File: src/rtl/gb_joypad.sv
// Game Boy P1/JOYP register (0xFF00): debounces SNES buttons, maps them onto the 2x4 select matrix.
// Optional JOYPAD_SOCD_CLEAN_EN cancels opposing directions after debounce.
module gb_joypad #(
  parameter int DEBOUNCE_W = 12
) (
  input  logic        clock,
  input  logic        rst,
  input  logic [15:0] snes_buttons,
  input  logic        cpu_sel,
  input  logic        cpu_wr,
  input  logic [7:0]  cpu_wdata,
  output logic [7:0]  cpu_rdata,
  output logic        joy_irq,
  output logic [7:0]  joy_state
);

  localparam logic [DEBOUNCE_W-1:0] CNT_MAX = '1;
  localparam logic [DEBOUNCE_W-1:0] CNT_ONE = {{(DEBOUNCE_W-1){1'b0}}, 1'b1};

  logic [7:0]            mapped;
  logic [7:0]            raw_q;
  logic [7:0]            stable;
  logic [7:0]            cleaned;
  logic [DEBOUNCE_W-1:0] cnt;
  logic [1:0]            sel;
  logic [3:0]            dir;
  logic [3:0]            btn;
  logic [3:0]            low;
  logic [3:0]            low_q;
  logic                  diff;
  logic                  unused_buttons;

  // {Start, Select, B, A, Down, Up, Left, Right}, inverted to active-high
  assign mapped = ~{snes_buttons[3], snes_buttons[2], snes_buttons[0], snes_buttons[8],
                    snes_buttons[5], snes_buttons[4], snes_buttons[6], snes_buttons[7]};
  assign unused_buttons = ^{snes_buttons[15:9], snes_buttons[1]};

  assign diff = (mapped != raw_q);

  always_ff @(posedge clock or negedge rst) begin
    if (!rst) begin
      raw_q   <= 8'h00;
      cnt     <= '0;
      stable  <= 8'h00;
      sel     <= 2'b11;
      low_q   <= 4'hF;
      joy_irq <= 1'b0;
    end else begin
      raw_q <= mapped;
      if (diff)
        cnt <= '0;
      else if (cnt != CNT_MAX)
        cnt <= cnt + CNT_ONE;
      if ((cnt == CNT_MAX) && !diff)
        stable <= raw_q;
      if (cpu_sel && cpu_wr)
        sel <= cpu_wdata[5:4];
      low_q   <= low;
      joy_irq <= |(low_q & ~low);
    end
  end

  always_comb begin
    cleaned = stable;
`ifdef JOYPAD_SOCD_CLEAN_EN
    if (stable[3] && stable[2])
      cleaned[3:2] = 2'b00;
    if (stable[1] && stable[0])
      cleaned[1:0] = 2'b00;
`endif
  end

  assign joy_state = cleaned;
  assign dir       = cleaned[3:0];
  assign btn       = cleaned[7:4];

  // sel bits are active-low selects: P14 gates directions, P15 gates buttons
  assign low = ~((~{4{sel[0]}} & dir) | (~{4{sel[1]}} & btn));

  assign cpu_rdata = cpu_sel ? {2'b11, sel, low} : 8'hFF;

endmodule
File: config.mk
export PLATFORM = sky130hd
export DESIGN_NAME = gb_joypad
export DESIGN_NICKNAME = d
export VERILOG_FILES = /design/src/rtl/gb_joypad.sv
export SDC_FILE = /design/constraint.sdc
export NUM_CORES = 1
export LEC_CHECK = 0
export ABC_AREA = 1
export BUFFER_PORTS_ARGS = -buffer_cell sky130_fd_sc_hd__buf_2
export CAP_MARGIN = 25
export CELL_PAD_IN_SITES_DETAIL_PLACEMENT = 1
export CELL_PAD_IN_SITES_GLOBAL_PLACEMENT = 2
export CORE_UTILIZATION = 33
export CTS_BUF_LIST = sky130_fd_sc_hd__clkbuf_8
export DETAILED_ROUTE_END_ITERATION = 6
export MAX_ROUTING_LAYER = met4
export PLACE_DENSITY = 0.86
export SLEW_MARGIN = 5
export SYNTH_ARGS = -nofsm -noshare
export SYNTH_HDL_FRONTEND = slang
export SYNTH_SLANG_ARGS = --single-unit
File: constraint.sdc
create_clock -name clock -period 4 [get_ports clock]
set_input_delay 0.2 -clock clock [delete_from_list [all_inputs] [get_ports clock]]
set_output_delay 0.2 -clock clock [all_outputs]
set_load 0.03 [all_outputs]
Yosys cells after proc, flatten, opt, wreduce, memory -nomap -nowiden. Cells that the tools add are included.

Register bits after elaboration: 35. Input bits: 28. Output and inout port bits: 17. Logic and storage cells: 27.

Add/subtract/negate cells: 1. Equality and inequality tests: 3. Multiplexer cells: 3. Bitwise operators: 9. Reduce and logical (&&, ||, !) cells: 5.

Operators by type and width (number): $mux 12 (2); $not 4->4 (4); $add 12x1->12 const B (1); $and 4x4->4 (3); $eq 12x12->1 const B (1); $ne 12x12->1 const B (1); $ne 8x8->1 (1); $not 8->8 (1); $mux 6 (1); $or 4x4->4 (1); $reduce_or 4->1 (1); $logic_and 1x1->1 (2); $reduce_bool 2->1 (1); $logic_not 1->1 (1).

Longest topological paths before layout. Gate-level depths: netlist (run 1).

Depth in word-level cells: 7. Depth in mapped cells: 10. Depth with buffers taken out: 9.

Worst setup path after synthesis (run 1). No wires, ideal clock.

Kind: register to register. Start point: register cnt[0]. End point: register cnt[10]. Library setup time: 0.119 ns. Arrival: 1.261 ns. Data required time: 3.881 ns. Slack: 2.620 ns. Stages on the path, launching flop included: 8. Buffers on the path: 1. Period minus slack after synthesis: 1.380 ns. Cells stage by stage: dfrtp_1 > ha_1 > nand3_2 > nor2_4 > nand3_2 > buf_6 > a21oi_1 > nor2_1.

Cells in the longest elaborated chain, start to end: 3.

RTL lines: start: declaration (RTL line 24) `logic [DEBOUNCE_W-1:0] cnt;`; start signal: assignment (RTL line 53) `cnt <= cnt + CNT_ONE;`; $add 12x1->12 (RTL line 53); $mux 12 (RTL line 52) `else if (cnt != CNT_MAX)`; $mux 12 (RTL line 50) `if (diff)`.

Parallel ways exist; a longest one is shown, timed or not. The select of a mux whose other input is x is not followed. A chain may end at the register's enable or synchronous reset.

Worst setup path after layout (run 1).
Start point: register cnt[0]. End point: register stable[2], in the netlist joy_state[2].

Cells in the longest elaborated chain, start to end: 2.

RTL lines: $eq 12x12->1 (RTL line 54) `if ((cnt == CNT_MAX) && !diff)`; $logic_and 1x1->1 (RTL line 54); end signal: assignment (RTL line 55) `stable <= raw_q;`; end: declaration (RTL line 22) `logic [7:0] stable;`.

Every way passes these cells.

==> summary.md, run 1 <==
| Metric | Value |
|---|---|
| TritonCTS clock tree | `done` |
| Antenna Diode Count | `0` |
| Syn. warnings | `0` |
| Fillcell total | `around 650` |
| # IOs | `45` |
| Final Hold Vio Count | `7` |
| Layout area overhead | `16.7%` |
| Vias | `roughly 1500` |
| Max Fclk | `between 500 and 600 MHz` |
| Slew HR | `a little under half` |
| First-pass GRT wire length | `6500 µm` |
| Slowest-stage cell, CP | `dfrtp_1` |
| Startpoint type of the worst setup path | `register` |
| Crit path buf inv count | `1` |
| CP Capture Type | `register` |
| Initial antenna violation count | `0` |
| Worst-path clk slew | `~70 ps` |
| DR pass1 iterations | `4` |
| Library cells used by synthesis | `27` |
| Worst skew pair latency | `280 ps` |
| Root buffer cell | `clkbuf_8` |
| Die area | `between 5000 and 6000 µm²` |
| Die outline height | `~76 µm` |
| Grt total ovfl | `0` |
| Worst path arrival time | `slightly above 2000 ps` |
| Slowest Stage Delay on Critical Path | `around 440 ps` |
| Worst setup margin | `about 2100 ps` |
| Unrepaired setup endpoints after global routing | `false` |
| CTS Hold Bufs | `0` |
| Total GRT Usage | `~16%` |
| Crit-path max FO | `12` |
| TritonCTS Buffers | `5` |
| Setup CP Type | `register to register` |
| Family with the most delay on the worst path | `simple AND/OR/NAND/NOR gates` |
| Post-Route Setup TNS | `0 ps` |
| Setup Buffers After CTS | `0` |
| Violated checks | `negative hold slack` |
| Period Utilization, post-route | `between 40 and 50%` |
| Hold crit path type | `input pin to asynchronous set/reset pin` |
| Setup violators final | `0` |
| ANT nets after route | `0` |
| Max-slew violations | `0` |
| Power per standard cell area | `about 360 nW/µm²` |
| Worst vdd ir | `between 0.15 and 0.2 mV` |
| Post-CTS Resized | `0` |
| Starting Density | `about a third` |
| Hold slack | `-12.1 ps` |
| Register area share after synthesis | `about half` |
| Initial DRC Count | `between 60 and 70` |
| Setup Skew | `6.40 ps` |
| Die X | `75.8 µm` |
| Outcome | `complete, but fails checks` |
| Post-route DRC violation count | `0` |
| Post-Layout Inst Area | `roughly 2100 µm²` |
| Sink Count | `35` |
| Vias/cell | `roughly 4.4` |
| Critical Path RT | `roughly 4200 ps` |
| Post-DP HPWL | `between 2000 and 3000 µm` |
| Port Buffers | `28` |
| Leakage | `around 1.1 nW` |
| FF+latch count, synth | `35` |
| DP Area | `1980 µm²` |
| Synth Cell Area | `1800 µm²` |
| Total power | `0.000748 W` |
| Final min period | `1890 ps` |
| Largest net degree at the start of global routing | `36` |
| Worst-margin pin slew | `787 ps` |
| Core area | `roughly 5200 µm²` |
| Final net count | `290` |
| Number of max-cap violations | `0` |
| Per-cell routed wire length | `11.5 µm` |
| Clk buf depth | `2` |
| Fraction of layout instances using a drive strength above 1 | `between 20 and 25%` |
| Vias in the first global route | `between 1000 and 1500` |
| Placement row count | `26` |
| Pre-CTS setup slack | `around 2100 ps` |
| H-tree depth | `2` |
| Final Wtd Congestion | `about 0.72` |
| Worst-path cell chain | `ha_1 -> nand3_2 -> nor2_4 -> nand3_2 -> clkinv_2 -> nand3_4 -> nand2_1 -> nand2_1` |
| Cell count after synthesis | `230` |
| Mean area per synthesized cell | `between 7 and 8 µm²` |
| Final wirelength | `approximately 3800 µm` |
final timing paths:
path	startpoint	to	depth (start not counted)	slack (ps)
setup / recovery	cnt[0]	joy_state[2]	8	2110
hold / removal	rst	cnt[11]	1	-10
setup reg to reg	cnt[0]	joy_state[2]	8	2110
hold reg to reg	joy_state[4]	joy_state[4]	2	500
max in group asynchronous	rst	joy_irq	1	3500
min in group clock	snes_buttons[4]	raw_q[2]	2	70
report_power, final:
part	internal, W	switching [W]	total, W
clock	0.000202	0.000128	0.000329
sequential	0.000363	0.00000791	0.000371
combinational	0.0000147	0.0000331	0.0000478
total	0.000579	0.000169	0.000748
cell usage in the layout, fill, tap and decap left out:
cell       count
nand3_4        1
or2_2          2
a21oi_1        5
nand3_1       15
bufinv_16      1
nor2_2         4
conb_1         2
nor2_8         1
buf_2         28
o21ai_1        5
inv_2          5
ha_1           1
nor2_1        21
clkinv_2       2
clkbuf_8       6
nand2_2        3
inv_1         37
xor2_1         3
dfstp_2        6
nand3_2        2
o22ai_1        4
a31o_2         1
dfrtp_1       29
o21ai_0        1
nand2_1       74
nand4_1        1
nor2_4         1
nand3b_1       1
cell usage after synthesis:
library cell	n	area, µm²
ha_1	1	12.5
a21oi_1	5	25.0
inv_2	5	18.8
nand3_2	2	20.0
buf_6	3	33.8
xor2_1	3	26.3
conb_1	1	3.75
nand3_4	1	17.5
nand3b_1	1	7.51
a31o_2	1	8.76
buf_4	2	15.0
nand2_1	74	278
inv_1	37	139
nor2_8	1	20.0
nand3_1	15	75.1
dfrtp_1	29	726
nor2_4	1	11.3
nor2_2	4	25.0
or2_2	2	12.5
nor2_1	21	78.8
nand4_1	1	6.26
o21ai_0	1	5.00
nand2_2	3	18.8
o22ai_1	4	25.0
o21ai_1	5	25.0
dfstp_2	6	158
clkinv_2	1	5.00
cell families after synthesis:
group	synth area share, %
xor+xnor	1.46
other cells	0.209
fa+ha+maj	0.696
simple gates	31.8
flops	49.2
buf+inv	11.8
compound gates	4.94
worst reg2reg max path: stages (launching register included):
cell,delay [ps]
dfrtp_1,440
ha_1,260
nand3_2,130
nor2_4,150
nand3_2,250
clkinv_2,260
nand3_4,150
nand2_1,90
nand2_1,50
cell type report:
| type | instances | area (µm²) | share of cell area [%] |
|---|---|---|---|
| multi-input cells | 148 | 706 | 33.7 |
| flip-flops and latches | 35 | 883 | 42.1 |
| clock inverters | 2 | 35.0 | 1.67 |
| inverters | 43 | 163 | 7.76 |
| repair buffers | 28 | 140 | 6.68 |
| clock buffers | 6 | 82.6 | 3.94 |
| well taps | 70 | 87.6 | 4.18 |
per-stage QoR:
| step | std cells | hold slack, ps | util (%) |
|---|---|---|---|
| 6_report | 332 | -12.1 | 40.5 |
| 3_5_place_dp | 324 | 338 | 38.3 |
| 3_3_place_gp | 324 | 348 | 38.3 |
| 4_1_cts | 332 | 19.6 | 40.5 |
| 5_1_grt | 332 | 60.9 | 40.5 |
| 2_1_floorplan | 231 | -95.6 | - |
flip-flops by register name (all words and copies together) (netlist names):
signal,flops
cnt,12
joy_irq,1
joy_state,8
low_q,4
raw_q,8
sel,2
metal layers:
| metal | up-vias | global-route usage [%] | share of wire (%) | wire length [µm] |
|---|---|---|---|---|
| met5 | - | - | 0 | 0 |
| met4 | 0 | 6.17 | 1.7 | 65 |
| met3 | 6 | 4.37 | 3.2 | 122 |
| met2 | 22 | 22.0 | 44 | 1680 |
| met1 | 671 | 21.9 | 51 | 1960 |
| li1 | 752 | - | - | - |
Power figures use the tool's default switching activity.
==> run 2: changes to the inputs <==
--- a/config.mk
+++ b/config.mk
@@ -10,11 +10,11 @@
 export CAP_MARGIN = 25
 export CELL_PAD_IN_SITES_DETAIL_PLACEMENT = 1
 export CELL_PAD_IN_SITES_GLOBAL_PLACEMENT = 2
-export CORE_UTILIZATION = 33
+export CORE_UTILIZATION = 31
 export CTS_BUF_LIST = sky130_fd_sc_hd__clkbuf_8
 export DETAILED_ROUTE_END_ITERATION = 6
 export MAX_ROUTING_LAYER = met4
-export PLACE_DENSITY = 0.86
+export PLACE_DENSITY = 0.82
 export SLEW_MARGIN = 5
 export SYNTH_ARGS = -nofsm -noshare
 export SYNTH_HDL_FRONTEND = slang
==> constraint.sdc (replaced) <==
create_clock -name clock -period 1.84 [get_ports clock]
set_input_delay 0.092 -clock clock [delete_from_list [all_inputs] [get_ports clock]]
set_output_delay 0.092 -clock clock [all_outputs]
set_load 0.03 [all_outputs]
==> run 2 against run 1 <==
Net effect: the run now ends clean; critical endpoint is now cnt[10]; sequential power is 120% higher; cell count grew 4.2%; setup slack got worse by 1900 ps; routed wire length up 5.4%; combinational power grew 150%; non-clock buffer count rose by 12; critical path depth shrank 1; flip-flop and latch count unchanged; die area is 6.3% higher; clock skew about the same; clock power increased to 2.5 times the previous value.
==> summary.md, run 2 (synthesis gave the netlist of run 1 again) <==
| Metric | Value |
|---|---|
| Number of max-cap violations | `0 (unchanged)` |
| Final net count | `302 (+4.1%)` |
| Sw frac | `21.8% (-0.79 points)` |
| Post-route DRC violation count | `0 (unchanged)` |
| Slowest Stage Delay on Critical Path | `390 ps (-50 ps)` |
| Core area | `5540 µm² (+7.1%)` |
| Post-Layout Inst Area | `2240 µm² (+6.8%)` |
| Vias/cell | `4.38 (+0.12%)` |
| Flop pwr share | `46.0% (-3.6 points)` |
| Placement row count | `27 (+3.8%)` |
| Vias | `1514 (+4.3%)` |
| TritonCTS Buffers | `5 (unchanged)` |
| Starting Density | `32.4% (-2.3 points)` |
| Sink Count | `35 (unchanged)` |
| Critical Path RT | `2020 ps (-2150 ps)` |
| Root buffer cell | `clkbuf_8` |
| Net Sw Power | `0.000381 W (+130%)` |
| Worst-path clk slew | `70 ps (about the same)` |
| Cells after DPL | `329 (+1.5%)` |
| Startpoint type of the worst setup path | `register` |
| Layout area overhead | `24.7%` |
| Antenna Diode Count | `0 (unchanged)` |
| Vias in the first global route | `1615 (+16%)` |
| Period Utilization, post-route | `86.8% (+40 points)` |
| Total GRT Usage | `16.0% (+0.032 points)` |
| Worst-path cell chain | `ha_1 -> nand3_2 -> nor2_4 -> nand3_2 -> buf_4 -> a21oi_1 -> nor2_1` |
| Max-slew violations | `0 (unchanged)` |
| Most common cell on crit path | `nand3_2` |
| Final min period | `1600 ps (-293 ps)` |
| # IOs | `45 (unchanged)` |
| Crit-path max FO | `7 (-5)` |
| Clk buf depth | `2 (unchanged)` |
| Setup CP Type | `register to register` |
| Post-Route Setup TNS | `0 ps (unchanged)` |
| Die area | `6100 µm² (+6.3%)` |
| Largest net degree at the start of global routing | `36 (unchanged)` |
| Setup Buffers After CTS | `0 (unchanged)` |
| Max Fclk | `626 MHz (+18%)` |
| Worst path arrival time | `1780 ps (-280 ps)` |
| Final Hold Vio Count | `0 (-7)` |
| Commonest non-fill, non-tap cell in the layout | `nand2_1` |
| Max reg flops | `12 (unchanged)` |
| Worst vdd ir | `0.299 mV (+89%)` |
| Non-Filler Instances | `346 (+4.2%)` |
| Leading cell types in the layout, fill and taps excluded | `nand2_1, inv_1, dfrtp_1, buf_2, nor2_1` |
| CTS Hold Bufs | `9 (+9)` |
| DP Area | `2020 µm² (+1.9%)` |
| TritonCTS clock tree | `done` |
| Initial DRC Count | `76 (+12%)` |
| Final Wtd Congestion | `0.727 (+0.86%)` |
| P_int | `0.00137 W (+140%)` |
| Core Util, Final | `40.4% (-0.12 points)` |
| Die outline height | `78.1 µm (+3.1%)` |
| Setup Skew | `6.40 ps (-0.000860 ps)` |
| Setup violators final | `0 (unchanged)` |
| Slowest-stage cell, CP | `dfrtp_1` |
| Power per standard cell area | `781 nW/µm² (+120%)` |
| Largest register by flop count | `cnt` |
| Die X | `78.1 µm (+3.1%)` |
| First-pass GRT wire length | `7360 µm (+13%)` |
| Outcome | `complete, no violations` |
| DR pass1 iterations | `4 (unchanged)` |
| Slew HR | `47.2% (-0.33 points)` |
| Initial antenna violation count | `0 (unchanged)` |
| Grt total ovfl | `0 (unchanged)` |
| CP Capture Type | `register` |
| Post-CTS Resized | `0 (unchanged)` |
| Port Buffers | `28 (unchanged)` |
| H-tree depth | `2 (unchanged)` |
| Worst skew pair latency | `290 ps (about the same)` |
| Final wirelength | `4040 µm (+5.4%)` |
| Leakage | `1.17 nW (+5.7%)` |
| Logic pwr share | `6.8% (+0.4 points)` |
| Worst-margin pin slew | `792 ps (+4.88 ps)` |
| Post-DP HPWL | `2980 µm (+4.7%)` |
| Unrepaired setup endpoints after global routing | `false` |
| ANT nets after route | `0 (unchanged)` |
| Clock Power Share | `47.2% (+3.2 points)` |
| Hold crit path type | `input pin to register` |
| Fraction of layout instances using a drive strength above 1 | `23.7% (-0.32 points)` |
| Per-cell routed wire length | `11.7 µm (+1.1%)` |
[run 2: path summary, 6_finish.rpt]
| check | slack [ps] | startpoint | cells past startpoint | to |
|---|---|---|---|---|
| worst max-delay path | 240 | cnt[1] | 7 | cnt[10] |
| worst min register to register | 510 | joy_state[1] | 2 | joy_state[1] |
| worst max register to register | 240 | cnt[1] | 7 | cnt[10] |
| max in group asynchronous | 920 | rst | 2 | cnt[3] |
| min in group asynchronous | 430 | rst | 2 | cnt[9] |
| worst min-delay path | 40 | cpu_wdata[4] | 3 | sel[0] |
[run 2: power by group through the flow]
stage,clock (W),combinational (W),sequential [W]
detailed placement,0,0.000108,0.000820
global placement,0,0.000105,0.000819
global route,0.000873,0.000137,0.000809
finish,0.000826,0.000119,0.000805
CTS,0.000841,0.000122,0.000805
floorplan,0,0.0000652,0.000814
[run 2: critical path: cells and delay by family (launching register included)]
kind	cells	cell delay, ps
AOI/OAI and AO/OA	1	150
and+or+nand+nor	4	510
adders and majority gates	1	230
buffers and inverters	1	220
DFF	1	390
[run 2: cell type report]
type / count / area (µm²)
Clock inverter: 3 / 63.8
Clock buffer: 5 / 68.8
Multi-Input combinational cell: 148 / 706
Timing Repair Buffer: 40 / 265
Inverter: 43 / 163
Sequential cell: 35 / 883
Fill cell: 719 / 3300
Tap cell: 72 / 90.1
[run 2: metrics by stage]
stage | hold WS [ps] | power [W] | setup WS (ps)
after floorplan | -204 | 0.000879 | 460
after global placement | 233 | 0.000924 | 260
after detailed placement | 228 | 0.000928 | 230
after CTS | 27.8 | 0.00177 | 210
after global routing | 34.8 | 0.00182 | 74.7
final | 35.3 | 0.00175 | 242
[run 2: layer usage]
metal / vias up / wire, µm / GRT usage, %
li1: 774 / - / -
met1: 716 / 2020 / 19.8
met2: 19 / 1850 / 25.6
met3: 5 / 112 / 3.95
met4: 0 / 56 / 5.00
met5: - / 0 / -
